### config.mk
export PLATFORM = sky130hd
export DESIGN_NAME = ppu_vram_port
export DESIGN_NICKNAME = d
export VERILOG_FILES = /design/src/rtl/ppu_vram_port.sv
export SDC_FILE = /design/constraint.sdc
export NUM_CORES = 1
export LEC_CHECK = 0
export ABC_AREA = 1
export CAP_MARGIN = 20
export CORE_MARGIN = 1
export CORE_UTILIZATION = 45
export DETAILED_ROUTE_END_ITERATION = 8
export PLACE_DENSITY = 0.82
export RECOVER_POWER = 100
export SYNTH_ARGS = -nofsm -noshare
export SYNTH_HDL_FRONTEND = slang
export SYNTH_SLANG_ARGS = --single-unit
### constraint.sdc
create_clock -name clk_i -period 2.1 [get_ports clk_i]
set_clock_uncertainty 0.15 [all_clocks]
set_input_delay 0.42 -clock clk_i [delete_from_list [all_inputs] [get_ports clk_i]]
set_output_delay 0.42 -clock clk_i [all_outputs]
set_load 0.02 [all_outputs]
### src/rtl/ppu_vram_port.sv
// ppu_vram_port
//   CPU-side initiator for PPU VRAM. Decodes PPUADDR ($2006) and PPUDATA ($2007)
//   accesses into a one-outstanding req/ack stream toward the VRAM mapper.
//   Owns the shared first/second write toggle, the VRAM address and the
//   PPUDATA read buffer.
//
// Optional feature macro: VRAM_PAL_READ_EN
//   defined   : palette-range reads (addr >= 3F00) return live palette data after
//               a CPU stall, then refill the buffer from addr-1000 (nametable mirror).
//   undefined : palette-range reads take the normal buffered read path.
//
// Ports
//   clk_i, rst_n_i   clock, asynchronous active-low reset
//   cs_i             CPU selects a PPU register this cycle
//   reg_sel_i[2:0]   register index (2=PPUSTATUS, 6=PPUADDR, 7=PPUDATA)
//   rw_i             1=read, 0=write
//   cpu_din_i[7:0]   CPU write data
//   cpu_dout_o[7:0]  PPUDATA read result (registered)
//   cpu_rdy_o        0 stalls the CPU; access accepted on cs_i && cpu_rdy_o
//   inc32_i          PPUCTRL bit 2 (address step 32 instead of 1)
//   w_latch_o        write toggle, shared with scroll logic
//   vram_req_o       request, held until vram_ack_i
//   vram_we_o        1=write request
//   vram_addr_o[15:0] {2'b00, addr}
//   vram_wdata_o[7:0] write data
//   vram_rdata_i[7:0] read data, valid with vram_ack_i
//   vram_ack_i       one-cycle completion pulse
module ppu_vram_port #(
  parameter int unsigned ADDR_W    = 14,
  parameter int unsigned INC_SMALL = 1,
  parameter int unsigned INC_LARGE = 32
) (
  input  logic        clk_i,
  input  logic        rst_n_i,
  input  logic        cs_i,
  input  logic [2:0]  reg_sel_i,
  input  logic        rw_i,
  input  logic [7:0]  cpu_din_i,
  output logic [7:0]  cpu_dout_o,
  output logic        cpu_rdy_o,
  input  logic        inc32_i,
  output logic        w_latch_o,
  output logic        vram_req_o,
  output logic        vram_we_o,
  output logic [15:0] vram_addr_o,
  output logic [7:0]  vram_wdata_o,
  input  logic [7:0]  vram_rdata_i,
  input  logic        vram_ack_i
);

`ifdef VRAM_PAL_READ_EN
  typedef enum logic [2:0] {S_IDLE, S_WR, S_RD, S_PAL, S_PAL_DONE, S_FILL} state_e;
  localparam logic [ADDR_W-1:0] PAL_BASE = ADDR_W'('h3F00);
  localparam logic [ADDR_W-1:0] FILL_OFS = ADDR_W'('h1000);
  logic [7:0]        pal_q;
`else
  typedef enum logic [2:0] {S_IDLE, S_WR, S_RD} state_e;
`endif

  state_e            state_q;
  logic [ADDR_W-1:0] addr_q;
  logic [ADDR_W-9:0] t_hi_q;
  logic              w_q;
  logic [7:0]        rd_buf_q;
  logic [7:0]        cpu_dout_q;
  logic              req_q, we_q, inc32_q;
  logic [7:0]        wdata_q;

  logic              is_stat, is_addr, is_data, acc;
  logic [ADDR_W-1:0] addr_inc, addr_next, req_addr;

  assign is_stat = (reg_sel_i == 3'd2);
  assign is_addr = (reg_sel_i == 3'd6);
  assign is_data = (reg_sel_i == 3'd7);

  // Only $2006/$2007 stall while a transaction is open; PAL_DONE releases the
  // CPU read that has been held since the palette access started.
  always_comb begin
    cpu_rdy_o = 1'b1;
    if (state_q != S_IDLE && cs_i && (is_addr || is_data)) cpu_rdy_o = 1'b0;
`ifdef VRAM_PAL_READ_EN
    if (state_q == S_PAL_DONE) cpu_rdy_o = 1'b1;
`endif
  end

  assign acc       = cs_i && cpu_rdy_o;
  // Step size is latched at acceptance so a PPUCTRL write mid-transaction has no effect.
  assign addr_inc  = inc32_q ? ADDR_W'(INC_LARGE) : ADDR_W'(INC_SMALL);
  assign addr_next = addr_q + addr_inc;

  // Address is driven from registers only, so it is stable for the whole request.
`ifdef VRAM_PAL_READ_EN
  assign req_addr = (state_q == S_FILL) ? addr_q - FILL_OFS : addr_q;
`else
  assign req_addr = addr_q;
`endif

  always_ff @(posedge clk_i or negedge rst_n_i) begin
    if (!rst_n_i) begin
      state_q    <= S_IDLE;
      addr_q     <= '0;
      t_hi_q     <= '0;
      w_q        <= 1'b0;
      rd_buf_q   <= '0;
      cpu_dout_q <= '0;
      req_q      <= 1'b0;
      we_q       <= 1'b0;
      wdata_q    <= '0;
      inc32_q    <= 1'b0;
`ifdef VRAM_PAL_READ_EN
      pal_q      <= '0;
`endif
    end else begin
      // PPUSTATUS reads are never stalled and may clear the toggle in any state.
      if (acc && is_stat && rw_i) w_q <= 1'b0;
      case (state_q)
        S_IDLE: begin
          if (acc && is_addr && !rw_i) begin
            if (!w_q) begin
              t_hi_q <= cpu_din_i[ADDR_W-9:0];
              w_q    <= 1'b1;
            end else begin
              addr_q <= {t_hi_q, cpu_din_i};
              w_q    <= 1'b0;
            end
          end else if (acc && is_data) begin
            inc32_q <= inc32_i;
            req_q   <= 1'b1;
            if (!rw_i) begin
              we_q    <= 1'b1;
              wdata_q <= cpu_din_i;
              state_q <= S_WR;
            end
`ifdef VRAM_PAL_READ_EN
            else if (addr_q >= PAL_BASE) begin
              we_q    <= 1'b0;
              state_q <= S_PAL;
            end
`endif
            else begin
              // Buffered read: CPU gets the previous buffer contents now.
              we_q       <= 1'b0;
              cpu_dout_q <= rd_buf_q;
              state_q    <= S_RD;
            end
          end
        end
        S_WR: if (vram_ack_i) begin
          addr_q  <= addr_next;
          req_q   <= 1'b0;
          we_q    <= 1'b0;
          state_q <= S_IDLE;
        end
        S_RD: if (vram_ack_i) begin
          rd_buf_q <= vram_rdata_i;
          addr_q   <= addr_next;
          req_q    <= 1'b0;
          state_q  <= S_IDLE;
        end
`ifdef VRAM_PAL_READ_EN
        S_PAL: if (vram_ack_i) begin
          pal_q   <= vram_rdata_i;
          req_q   <= 1'b0;
          state_q <= S_PAL_DONE;
        end
        S_PAL_DONE: begin
          cpu_dout_q <= pal_q;
          req_q      <= 1'b1;
          state_q    <= S_FILL;
        end
        S_FILL: if (vram_ack_i) begin
          rd_buf_q <= vram_rdata_i;
          addr_q   <= addr_next;
          req_q    <= 1'b0;
          state_q  <= S_IDLE;
        end
`endif
        default: state_q <= S_IDLE;
      endcase
    end
  end

  assign cpu_dout_o   = cpu_dout_q;
  assign w_latch_o    = w_q;
  assign vram_req_o   = req_q;
  assign vram_we_o    = we_q;
  assign vram_wdata_o = wdata_q;
  assign vram_addr_o  = {{(16-ADDR_W){1'b0}}, req_addr};

endmodule

==> results of run 1 <==
==> per-stage QoR <==
stage	worst slack, ns	util	instance area [µm²]
finish	0.0681	0.599	3380
global route	0.0140	0.599	3380
CTS	0.0437	0.616	3480
detailed placement	-0.0339	0.598	3370
global placement	-0.0277	0.598	3370
floorplan	0.319	-	2690
==> Yosys cell counts (all sizes together) <==
cell | number | area, µm²
nand2 | 117 | 464
dfrtp | 50 | 1250
inv | 37 | 141
nor2 | 32 | 128
nand3 | 30 | 170
o21ai | 30 | 210
buf | 8 | 80.1
a21oi | 7 | 38.8
ha | 6 | 75.1
clkbuf | 3 | 11.3
nand3b | 3 | 22.5
o21a | 3 | 22.5
mux2 | 2 | 22.5
nand4 | 2 | 12.5
o211ai | 2 | 15.0
conb | 1 | 3.75
o21bai | 1 | 7.51
o31ai | 1 | 7.51
==> worst max path at each step <==
stage                  from             end  slack (ns)
2_1_floorplan    state_q[0]       addr_q[7]        0.32
3_3_place_gp   reg_sel_i[1]       cpu_rdy_o       -0.03
3_5_place_dp   reg_sel_i[1]       cpu_rdy_o       -0.03
4_1_cts          state_q[0]       cpu_rdy_o        0.04
5_1_grt          state_q[1]       addr_q[6]        0.01
6_report          addr_q[6]  vram_addr_o[6]        0.07
==> layout make-up <==
cell class / count / share of cell area
Tap cell: 72 / 0.0267
Inverter: 37 / 0.0418
Clock buffer: 7 / 0.0255
Timing Repair Buffer: 72 / 0.196
Sequential cell: 50 / 0.370
Multi-Input combinational cell: 238 / 0.337
Clock inverter: 1 / 0.00259
==> layout by cell type (no fill, tap or decap), drive strengths merged, types with 2 or more instances in the layout <==
cell	n
nand3	30
clkdlybuf4s50	28
o211ai	2
nand4	2
dfrtp	50
o21ai	30
a21oi	7
nand2	117
o21a	3
ha	6
nand3b	3
nor2	32
dlygate4sd3	29
clkbuf	12
conb	2
buf	9
mux2	2
inv	38
==> state kept, by name, summed over array words and instances (netlist names) <==
name          count
vram_wdata_o      8
t_hi_q            6
rd_buf_q          8
cpu_dout_o        8
state_q           2
addr_q           14
vram_we_o         1
vram_req_o        1
w_latch_o         1
inc32_q           1
==> power by group through the flow <==
stage	Clock, mW	Sequential, mW	Combinational (mW)
after floorplan	0	2.09	1.55
after global placement	0	1.77	2.82
after detailed placement	0	1.78	2.92
after CTS	0.615	1.77	2.93
after global routing	0.662	1.83	2.97
final	0.598	1.76	2.67
==> cells by family (layout without fill, tap and decap cells) <==
family	after synthesis	after routing	synth area share
muxes	2	2	0.00839
buffers and inverters	48	117	0.0867
and+or+nand+nor	184	184	0.297
AOI/OAI and AO/OA	44	44	0.112
adders and majority gates	6	6	0.0280
DFF	50	50	0.466
other	1	2	0.00140
==> metal layers <==
metal / track usage / up-vias / wire, µm
met5: 0 / - / 0
met4: 0.0727 / 0 / 90
met1: 0.284 / 1115 / 2840
met3: 0.0425 / 8 / 252
li1: - / 1195 / -
met2: 0.359 / 55 / 3070
==> repair_timing <==
action	4_1_cts	5_1_grt
pin swaps	0	0
setup endpoints to repair	1	1
endpoints found under the hold margin	50	0
gates resized for setup	1	1
hold buffers	1	0
==> results.md, run 1 <==
- Per-cell routed wire length: between 10 and 15 µm
- Worst reg-to-reg path cell count: 11
- Sum Neg Setup Slack: 0 ns
- Final critical path time including I/O delays and setup: a little over 2 ns
- Longest individual stage delay on the worst path: 0.65 ns
- Levels on crit path: 1
- Maximum fanout along the worst path: 7
- Number of failing hold endpoints at the final stage: 0
- H-Tree Depth: 2
- Unrepaired setup endpoints after global routing: no
- Total number of yosys warnings: 0
- Vias in the first global route: approximately 2200
- Area growth from synthesis to layout: 25.9%
- Buffer depth of the longest clock path: 2
- Fraction of layout cells with a size suffix above 1: 0.0840
- Fmax: just under 500 MHz
- Share of the yosys chip area belonging to registers: 0.466
- Number of buffers inserted during clock tree synthesis: 5
- GPL Wtd Cong: roughly 0.89
- Clock Root Buffer: sky130_fd_sc_hd__clkbuf_8
- Count of vias placed by the detailed router: ~2400
- Sequential standard cell area: 1250 µm²
- Number of placed instances with taps included: about 470
- Clock tree from TritonCTS: built
- Outcome: finished clean
- Worst voltage drop across the vdd grid: ~680 µV
- Final setup violation count: 0
- Filler cells: just over 500
- Buffers on Ports: between 50 and 60
- Inserted Diodes: 0
- Chip height: 79.2 µm
- CP startpoint kind: flip-flop
- Tightest Hold Check Type: flip-flop to flip-flop
- Avg Vias per Cell: slightly below 5
- Share of total power in combinational logic: 0.531
- Hold path endpoint: vram_wdata_o[7]
- Pin count of the biggest net entering global routing: between 50 and 60
- Total congestion overflow after global routing: 0
- Post-synthesis cell area: 2680 µm²
- DRC errors left: 0
- Seq pwr share: 0.350
- Slack of the worst reg-to-reg path: roughly 0.19 ns
- Wire length of the first global-routing pass: 10.4 mm
- Area of the multi-input gates: 1140 µm²
- Required @ worst endpoint: around 1.5 ns
- Worst hold path depth: 2
- Clock-pin transition on the worst setup and hold timing paths: roughly 0.09 ns
- Category of the most critical setup path: flip-flop to output port
- Crit path DAT: about 1.5 ns
- Switching part of the total: 0.448
- Share of total power in the clock network: 0.119
- Cell type of the slowest stage on the worst timing path: sky130_fd_sc_hd__clkdlybuf4s50_1
- Psw: between 2 and 2.5 mW
- Int Power: between 2 and 3 mW
- Number of clock sinks seen by CTS: 50
- Count of mapped cells out of synthesis: between 300 and 400
- Family of cells with the greatest summed delay on the critical path: buffers and inverters
- Std cell rows: 27
- Start of the worst register-to-register path: state_q[1]
- Worst slew pin tran: roughly 1.1 ns
- Total power after layout: between 5 and 6 mW
- Startpoint of the tightest hold check path: vram_wdata_o[7]
- Power per standard cell area: 1490 nW/µm²
- 1st-pass router iterations: 4
- Initial detailed-routing violation count: between 150 and 200
- Maximum capacitance violations: 0
- Count of pins on the block boundary: 61
- Source-to-sink clock delay at the later pin of the worst-skew pair: a little over 0.3 ns
- Worst reg2reg endpoint: addr_q[6]
- CORE AREA: around 5600 µm²
- Initial standard-cell utilization of the core: 0.476
- Unique cell type count in the Yosys netlist: 28
- Max-Slew Margin vs Limit: 0.235
- Final Routed Wirelength: about 6.3 mm
- Worst hold slack across all endpoints: between 0.3 and 0.4 ns
- Antenna-violating nets left: 0
- Finished Layout Cells: 477
- Number of antenna violations at the first check in global routing: 0
- Global-route usage over all layers: 0.217
- Die area: approximately 6300 µm²
- Buffers plus inverters on the worst setup path: 1
- Detail Placement HPWL: 4.66 mm
- Count of state elements after synthesis: 50
- Fin nets: ~440
- Final critical-path share of the clock period: 0.968
- Critical path endpoint category: output port
- Leakage power total: about 1.7 nW
- Mean area per synthesized cell: around 8 µm²
- CP cell instances: clkdlybuf4s50_1
- Max Slew Vio Count: 0
- Die width: between 70 and 80 µm
- Post-CTS setup buffer count: 0
Note: power is estimated with default switching activity, not from simulation.
==> run 2: changes to the inputs <==
--- a/config.mk
+++ b/config.mk
@@ -7,10 +7,12 @@
 export LEC_CHECK = 0
 export ABC_AREA = 1
 export CAP_MARGIN = 20
+export CELL_PAD_IN_SITES_DETAIL_PLACEMENT = 0
+export CELL_PAD_IN_SITES_GLOBAL_PLACEMENT = 1
 export CORE_MARGIN = 1
-export CORE_UTILIZATION = 45
+export CORE_UTILIZATION = 39
 export DETAILED_ROUTE_END_ITERATION = 8
-export PLACE_DENSITY = 0.82
+export PLACE_DENSITY = 0.93
 export RECOVER_POWER = 100
 export SYNTH_ARGS = -nofsm -noshare
 export SYNTH_HDL_FRONTEND = slang
==> constraint.sdc (replaced) <==
create_clock -name clk_i -period 2.59 [get_ports clk_i]
set_clock_uncertainty 0.15 [all_clocks]
set_input_delay 0.518 -clock clk_i [delete_from_list [all_inputs] [get_ports clk_i]]
set_output_delay 0.518 -clock clk_i [all_outputs]
set_load 0.02 [all_outputs]
==> run 2 against run 1 <==
  * The run now ends with design-rule violations left
  * Largest power group unchanged
  * Global-route usage down 4.4 points
  * Sequential share of layout area up 0.86 points
  * Cell count down 1.0%
  * Wire length down 7.8%
  * Count of clock-buffer cells in the layout down 2
  * Die area up 15%
  * Critical endpoint is now cpu_rdy_o
==> results.md, run 2 (synthesized netlist as in run 1, its figures left out) <==
- Outcome: finished, violations left (was finished clean)
- Violated checks: design-rule violations
- Chip height: 85.0 µm (was 79.2 µm)
- Source-to-sink clock delay at the later pin of the worst-skew pair: 0.31 ns (about the same)
- Global-route usage over all layers: 0.173 (was 0.217)
- Met3 Resource Use GR: 0.0292 (was 0.0425)
- DRC errors left: 4 (was 0)
- Tightest Hold Check Type: input pin to async pin (was flip-flop to flip-flop)
- Filler cells: 654 (was 511)
- Antenna-violating nets left: 0 (unchanged)
- Buffer depth of the longest clock path: 2 (unchanged)
- Final Routed Wirelength: 5.77 mm (was 6.26 mm)
- Worst setup timing slack at the placement stage: 0.254 ns (was -0.0339 ns)
- Total congestion overflow after global routing: 0 (unchanged)
- GR Layer Usage met2: 0.272 (was 0.359)
- 1st-pass router iterations: 6 (was 4)
- Largest register FFs: 14 (unchanged)
- Start of the worst register-to-register path: state_q[0] (was state_q[1])
- Leakage power total: 1.65 nW (was 1.71 nW)
- Area growth from synthesis to layout: 23.1% (was 25.9%)
- Power per standard cell area: 1210 nW/µm² (was 1490 nW/µm²)
- Final critical-path share of the clock period: 0.964
- CTS hold repair buffers: 0 (was 1)
- Post-CTS setup buffer count: 0 (unchanged)
- Commonest cells after routing, fill and taps aside: sky130_fd_sc_hd__nand2_1, sky130_fd_sc_hd__dfrtp_1, sky130_fd_sc_hd__inv_1, sky130_fd_sc_hd__dlygate4sd3_1, sky130_fd_sc_hd__nor2_1 (was sky130_fd_sc_hd__nand2_1, sky130_fd_sc_hd__dfrtp_1, sky130_fd_sc_hd__inv_1)
- Crit path DAT: 1.83 ns (was 1.46 ns)
- Total cell area at the placement stage: 3310 µm² (was 3370 µm²)
- Sum Neg Setup Slack: 0 ns (unchanged)
- Final critical path time including I/O delays and setup: about 2.5 ns
- Critical path endpoint category: output port (unchanged)
- Clock tree from TritonCTS: built (unchanged)
- Unrepaired setup endpoints after global routing: no (unchanged)
- Cell type of the slowest stage on the worst timing path: sky130_fd_sc_hd__clkdlybuf4s50_1 (unchanged)
- Slack of the worst reg-to-reg path: 0.22 ns (was 0.19 ns)
- Max-Slew Margin vs Limit: 0.147 (was 0.235)
- Worst hold slack across all endpoints: 0.317 ns (was 0.347 ns)
- Met1 Usage GRT: 0.244 (was 0.284)
- Initial detailed-routing violation count: 141 (was 181)
- Maximum fanout along the worst path: 5 (was 7)
- Worst reg2reg endpoint: addr_q[6] (unchanged)
- Worst reg-to-reg path cell count: 11 (unchanged)
- Per-cell routed wire length: 12.2 µm (was 13.1 µm)
- Detail Placement HPWL: 4.36 mm (was 4.66 mm)
- Count of vias placed by the detailed router: 2308 (was 2373)
- Fmax: 400 MHz
- Inserted Diodes: 0 (unchanged)
- Post-CTS sizing: 0 (was 1)
- Buffers on Ports: 58 (unchanged)
- Number of failing hold endpoints at the final stage: 0 (unchanged)
- Busiest metal layer after global routing: met2 (unchanged)
- CP startpoint kind: flip-flop (unchanged)
- Worst voltage drop across the vdd grid: 517 µV (was 677 µV)
- Longest individual stage delay on the worst path: 0.61 ns (was 0.65 ns)
- Maximum capacitance violations: 0 (unchanged)
- Fraction of layout cells with a size suffix above 1: 0.0506 (was 0.0840)
- Total power after layout: 4.00 mW (was 5.02 mW)
- Fin nets: 425 (was 435)
- Final setup violation count: 0 (unchanged)
- Number of buffers inserted during clock tree synthesis: 5 (unchanged)
- Clock-pin transition on the worst setup and hold timing paths: 0.10 ns (was 0.09 ns)
- Vias in the first global route: 2100 (was 2234)
- Die width: 85.0 µm (was 79.2 µm)
- H-Tree Depth: 2 (unchanged)
- Required @ worst endpoint: 1.92 ns (was 1.53 ns)
- Number of clock sinks seen by CTS: 50 (unchanged)
- Number of antenna violations at the first check in global routing: 0 (unchanged)
- Die area: 7220 µm² (was 6280 µm²)
- Max Slew Vio Count: 0 (unchanged)
- Top register by number of flip-flops: addr_q (unchanged)
- Timing startpoint of the critical path: state_q[0] (was addr_q[6])
- GPL Wtd Cong: 0.836 (was 0.895)
- Wire length of the first global-routing pass: 9.80 mm (was 10.4 mm)
- CORE AREA: 6490 µm² (was 5640 µm²)
- Count of pins on the block boundary: 61 (unchanged)
- CP cell instances: inv_1 > ha_1 > inv_2 > nand4_1 > clkdlybuf4s50_1 (was clkdlybuf4s50_1)
- Avg Vias per Cell: 4.89 (was 4.97)
- Least setup slack across all paths after layout: 0.0924 ns (was 0.0681 ns)
- Std cell rows: 29 (was 27)
- Most common library cell in the layout ignoring fill and taps: sky130_fd_sc_hd__nand2_1 (unchanged)
- Category of the most critical setup path: flip-flop to output port (unchanged)
- Clock Root Buffer: sky130_fd_sc_hd__clkbuf_8 (unchanged)
- Cell area after layout: 3300 µm² (was 3380 µm²)
- Worst slew pin tran: 1.28 ns (was 1.15 ns)
- Pin count of the biggest net entering global routing: 29 (was 51)
- Initial standard-cell utilization of the core: 0.413 (was 0.476)
==> run 2: layer usage <==
| metal | up-vias | wire (µm) |
|---|---|---|
| li1 | 1177 | - |
| met1 | 1060 | 2770 |
| met2 | 64 | 2620 |
| met3 | 7 | 307 |
| met4 | 0 | 65 |
| met5 | - | 0 |
==> run 2: metrics by stage <==
step,utilization,instances
after floorplan,-,336
after global placement,0.510,464
after detailed placement,0.510,464
after CTS,0.527,472
after global routing,0.509,472
final,0.509,472
==> run 2: final cells by class <==
type                    instances  area, µm²  area share
flip-flops and latches         50       1250       0.379
well taps                      77       96.3      0.0292
clock buffers                   5       68.8      0.0208
inverters                      37        141      0.0428
multi-input cells             238       1100       0.334
clock inverters                 3       45.0      0.0136
repair buffers                 62        598       0.181
==> run 2: worst max path at each step <==
stage / slack (ns) / cells past startpoint / to
after floorplan: 0.81 / 10 / addr_q[7]
after global placement: 0.26 / 3 / cpu_rdy_o
after detailed placement: 0.25 / 3 / cpu_rdy_o
after CTS: 0.08 / 5 / cpu_rdy_o
after global routing: 0.04 / 5 / cpu_rdy_o
final: 0.09 / 5 / cpu_rdy_o
==> run 2: critical path: cells and delay by family (launching register included) <==
family                   cells  cell delay, ns
buffers and inverters        3            0.80
flip-flops                   1            0.40
adder cells (fa/ha/maj)      1            0.25
AND/OR/NAND/NOR              1            0.07
==> run 2: where the power goes <==
part / leakage [nW] / internal [mW] / switching, mW
Sequential: 0.615 / 1.15 / 0.267
Combinational: 0.987 / 0.808 / 1.21
Clock: 0.0504 / 0.287 / 0.269
==> run 3: changes to the inputs <==
--- a/config.mk
+++ b/config.mk
@@ -9,6 +9,7 @@
 export CAP_MARGIN = 20
 export CELL_PAD_IN_SITES_DETAIL_PLACEMENT = 0
 export CELL_PAD_IN_SITES_GLOBAL_PLACEMENT = 1
+export CORE_ASPECT_RATIO = 2
 export CORE_MARGIN = 1
 export CORE_UTILIZATION = 39
 export DETAILED_ROUTE_END_ITERATION = 8
==> run 3 against run 2 <==
  * The run now ends clean
  * Clock power is 21% higher
  * Sequential share of layout area is 0.69 points lower
  * Largest power group unchanged
  * Count of clock-buffer cells in the layout is 1 higher
  * Sequential power hardly changed
  * Combinational power hardly changed
  * Power is 4.0% higher
  * Global-route usage is 2.1 points higher
  * Die area is 0.28% higher
  * First-iteration DRC count is 55% lower
  * Wire length is 9.2% higher
  * Non-clock buffer count is 1 higher
  * Critical path depth stayed put
==> results.md, run 3 (synthesized netlist as in run 1, its figures left out) <==
- Outcome: finished clean (was finished, violations left)
- Per-cell routed wire length: 13.0 µm (was 12.2 µm)
- Vias in the first global route: 2259 (was 2100)
- Final Routed Wirelength: 6.30 mm (was 5.77 mm)
- Initial standard-cell utilization of the core: 0.405 (was 0.413)
- Share of total power in the clock network: 0.162 (was 0.139)
- Buffers on Ports: 58 (unchanged)
- Worst setup timing slack at the placement stage: 0.227 ns (was 0.254 ns)
- Psw: 1.81 mW (was 1.75 mW)
- Start of the worst register-to-register path: state_q[0] (unchanged)
- Wire length of the first global-routing pass: 10.4 mm (was 9.80 mm)
- Largest register FFs: 14 (unchanged)
- Sum Neg Setup Slack: 0 ns (unchanged)
- Leakage power total: 1.68 nW (was 1.65 nW)
- Detail Placement HPWL: 4.97 mm (was 4.36 mm)
- Avg Vias per Cell: 4.82 (was 4.89)
- Antenna-violating nets left: 0 (unchanged)
- Pin count of the biggest net entering global routing: 25 (was 29)
- Total cell area at the placement stage: 3320 µm² (was 3310 µm²)
- Cell area after layout: 3360 µm² (was 3300 µm²)
- Clock tree from TritonCTS: built (unchanged)
- Share of total power in combinational logic: 0.494 (was 0.505)
- Die area: 7240 µm² (was 7220 µm²)
- Inserted Diodes: 0 (unchanged)
- 1st-pass router iterations: 5 (was 6)
- Max-Slew Margin vs Limit: 0.318 (was 0.147)
- Chip height: 119 µm (was 85.0 µm)
- Number of placed instances with taps included: 476 (was 464)
- Source-to-sink clock delay at the later pin of the worst-skew pair: 0.29 ns (was 0.31 ns)
- Seq pwr share: 0.345 (was 0.356)
- Count of pins on the block boundary: 61 (unchanged)
- Int Power: 2.35 mW (was 2.25 mW)
- Number of clock sinks seen by CTS: 50 (unchanged)
- Std cell rows: 42 (was 29)
- Slack of the worst reg-to-reg path: 0.24 ns (was 0.22 ns)
- Met3 Resource Use GR: 0.0369 (was 0.0292)
- Total power after layout: 4.15 mW (was 4.00 mW)
- Global-route usage over all layers: 0.193 (was 0.173)
- CP startpoint kind: flip-flop (unchanged)
- Final setup violation count: 0 (unchanged)
- Timing startpoint of the critical path: state_q[0] (unchanged)
- Number of antenna violations at the first check in global routing: 0 (unchanged)
- Finished Layout Cells: 484 (was 472)
- Number of buffers inserted during clock tree synthesis: 5 (unchanged)
- Worst hold slack across all endpoints: 0.229 ns (was 0.317 ns)
- Die width: 60.7 µm (was 85.0 µm)
- Worst slew pin tran: 1.02 ns (was 1.28 ns)
- Fin nets: 426 (was 425)
- Least setup slack across all paths after layout: 0.0862 ns (was 0.0924 ns)
- Unrepaired setup endpoints after global routing: no (unchanged)
- Buffer depth of the longest clock path: 2 (unchanged)
- Max Slew Vio Count: 0 (unchanged)
- Required @ worst endpoint: 1.92 ns (about the same)
- Most common library cell in the layout ignoring fill and taps: sky130_fd_sc_hd__nand2_1 (unchanged)
- Utilization after layout: 0.508 (was 0.509)
- Initial detailed-routing violation count: 64 (was 141)
- CTS hold repair buffers: 0 (unchanged)
- H-Tree Depth: 2 (unchanged)
- Commonest cells after routing, fill and taps aside: sky130_fd_sc_hd__nand2_1, sky130_fd_sc_hd__dfrtp_1, sky130_fd_sc_hd__inv_1, sky130_fd_sc_hd__dlygate4sd3_1, sky130_fd_sc_hd__nor2_1 (unchanged)
- Fraction of layout cells with a size suffix above 1: 0.0505 (was 0.0506)
- Maximum capacitance violations: 0 (unchanged)
- Area growth from synthesis to layout: 25.4% (was 23.1%)
- Count of vias placed by the detailed router: 2333 (was 2308)
- Final critical path time including I/O delays and setup: 2.50 ns (about the same)
- Top register by number of flip-flops: addr_q (unchanged)
- Critical path endpoint category: output port (unchanged)
- Clock-pin transition on the worst setup and hold timing paths: 0.07 ns (was 0.10 ns)
- Post-CTS setup buffer count: 0 (unchanged)
- Total congestion overflow after global routing: 0 (unchanged)
- CORE AREA: 6620 µm² (was 6490 µm²)
- GR Layer Usage met2: 0.328 (was 0.272)
- Clock Root Buffer: sky130_fd_sc_hd__clkbuf_16 (was sky130_fd_sc_hd__clkbuf_8)
- DRC errors left: 0 (was 4)
- GPL Wtd Cong: 0.850 (was 0.836)
- Maximum fanout along the worst path: 5 (unchanged)
- Busiest metal layer after global routing: met2 (unchanged)
- Fmax: 399 MHz (was 400 MHz)
- Crit path DAT: 1.84 ns (was 1.83 ns)
- Worst voltage drop across the vdd grid: 739 µV (was 517 µV)
- Post-CTS sizing: 0 (unchanged)
- Switching part of the total: 0.435 (was 0.437)
- Final critical-path share of the clock period: 0.967 (was 0.964)
- Category of the most critical setup path: flip-flop to output port (unchanged)
- Tightest Hold Check Type: input pin to async pin (unchanged)
- Met1 Usage GRT: 0.201 (was 0.244)
- Number of failing hold endpoints at the final stage: 0 (unchanged)
- Power per standard cell area: 1230 nW/µm² (was 1210 nW/µm²)
[run 3: layer usage]
layer	part of all wire	up-vias	routed length (µm)
li1	-	1173	-
met1	0.36	1076	2300
met2	0.54	61	3390
met3	0.042	23	267
met4	0.054	0	342
met5	0	-	0
[run 3: path summary, 6_finish.rpt]
check	endpoint	cells after the start
setup / recovery	cpu_rdy_o	5
hold / removal	vram_wdata_o[4]	1
setup reg to reg	t_hi_q[4]	9
hold reg to reg	cpu_dout_o[5]	2
max in group asynchronous	rd_buf_q[5]	2
min in group clk_i	cpu_dout_o[5]	2
[run 3: area by class of cell]
| class | count | area [µm²] |
|---|---|---|
| Clock inverter | 2 | 12.5 |
| Multi-Input combinational cell | 238 | 1110 |
| Timing Repair Buffer | 63 | 601 |
| Clock buffer | 6 | 139 |
| Inverter | 37 | 141 |
| Tap cell | 88 | 110 |
| Sequential cell | 50 | 1250 |
| Fill cell | 688 | 3260 |
[run 3: power groups by stage]
| stage | registers, mW | clock network [mW] | logic, mW |
|---|---|---|---|
| 2_1_floorplan | 1.69 | 0 | 1.26 |
| 3_3_place_gp | 1.45 | 0 | 2.25 |
| 3_5_place_dp | 1.46 | 0 | 2.29 |
| 4_1_cts | 1.45 | 0.689 | 2.30 |
| 5_1_grt | 1.49 | 0.711 | 2.30 |
| 6_report | 1.43 | 0.672 | 2.05 |
[run 3: critical path, cell delays in order, from the launching register on]
cell	delay, ns
sky130_fd_sc_hd__dfrtp_1	0.40
sky130_fd_sc_hd__inv_1	0.11
sky130_fd_sc_hd__ha_1	0.26
sky130_fd_sc_hd__inv_2	0.08
sky130_fd_sc_hd__nand4_1	0.08
sky130_fd_sc_hd__clkdlybuf4s50_1	0.62
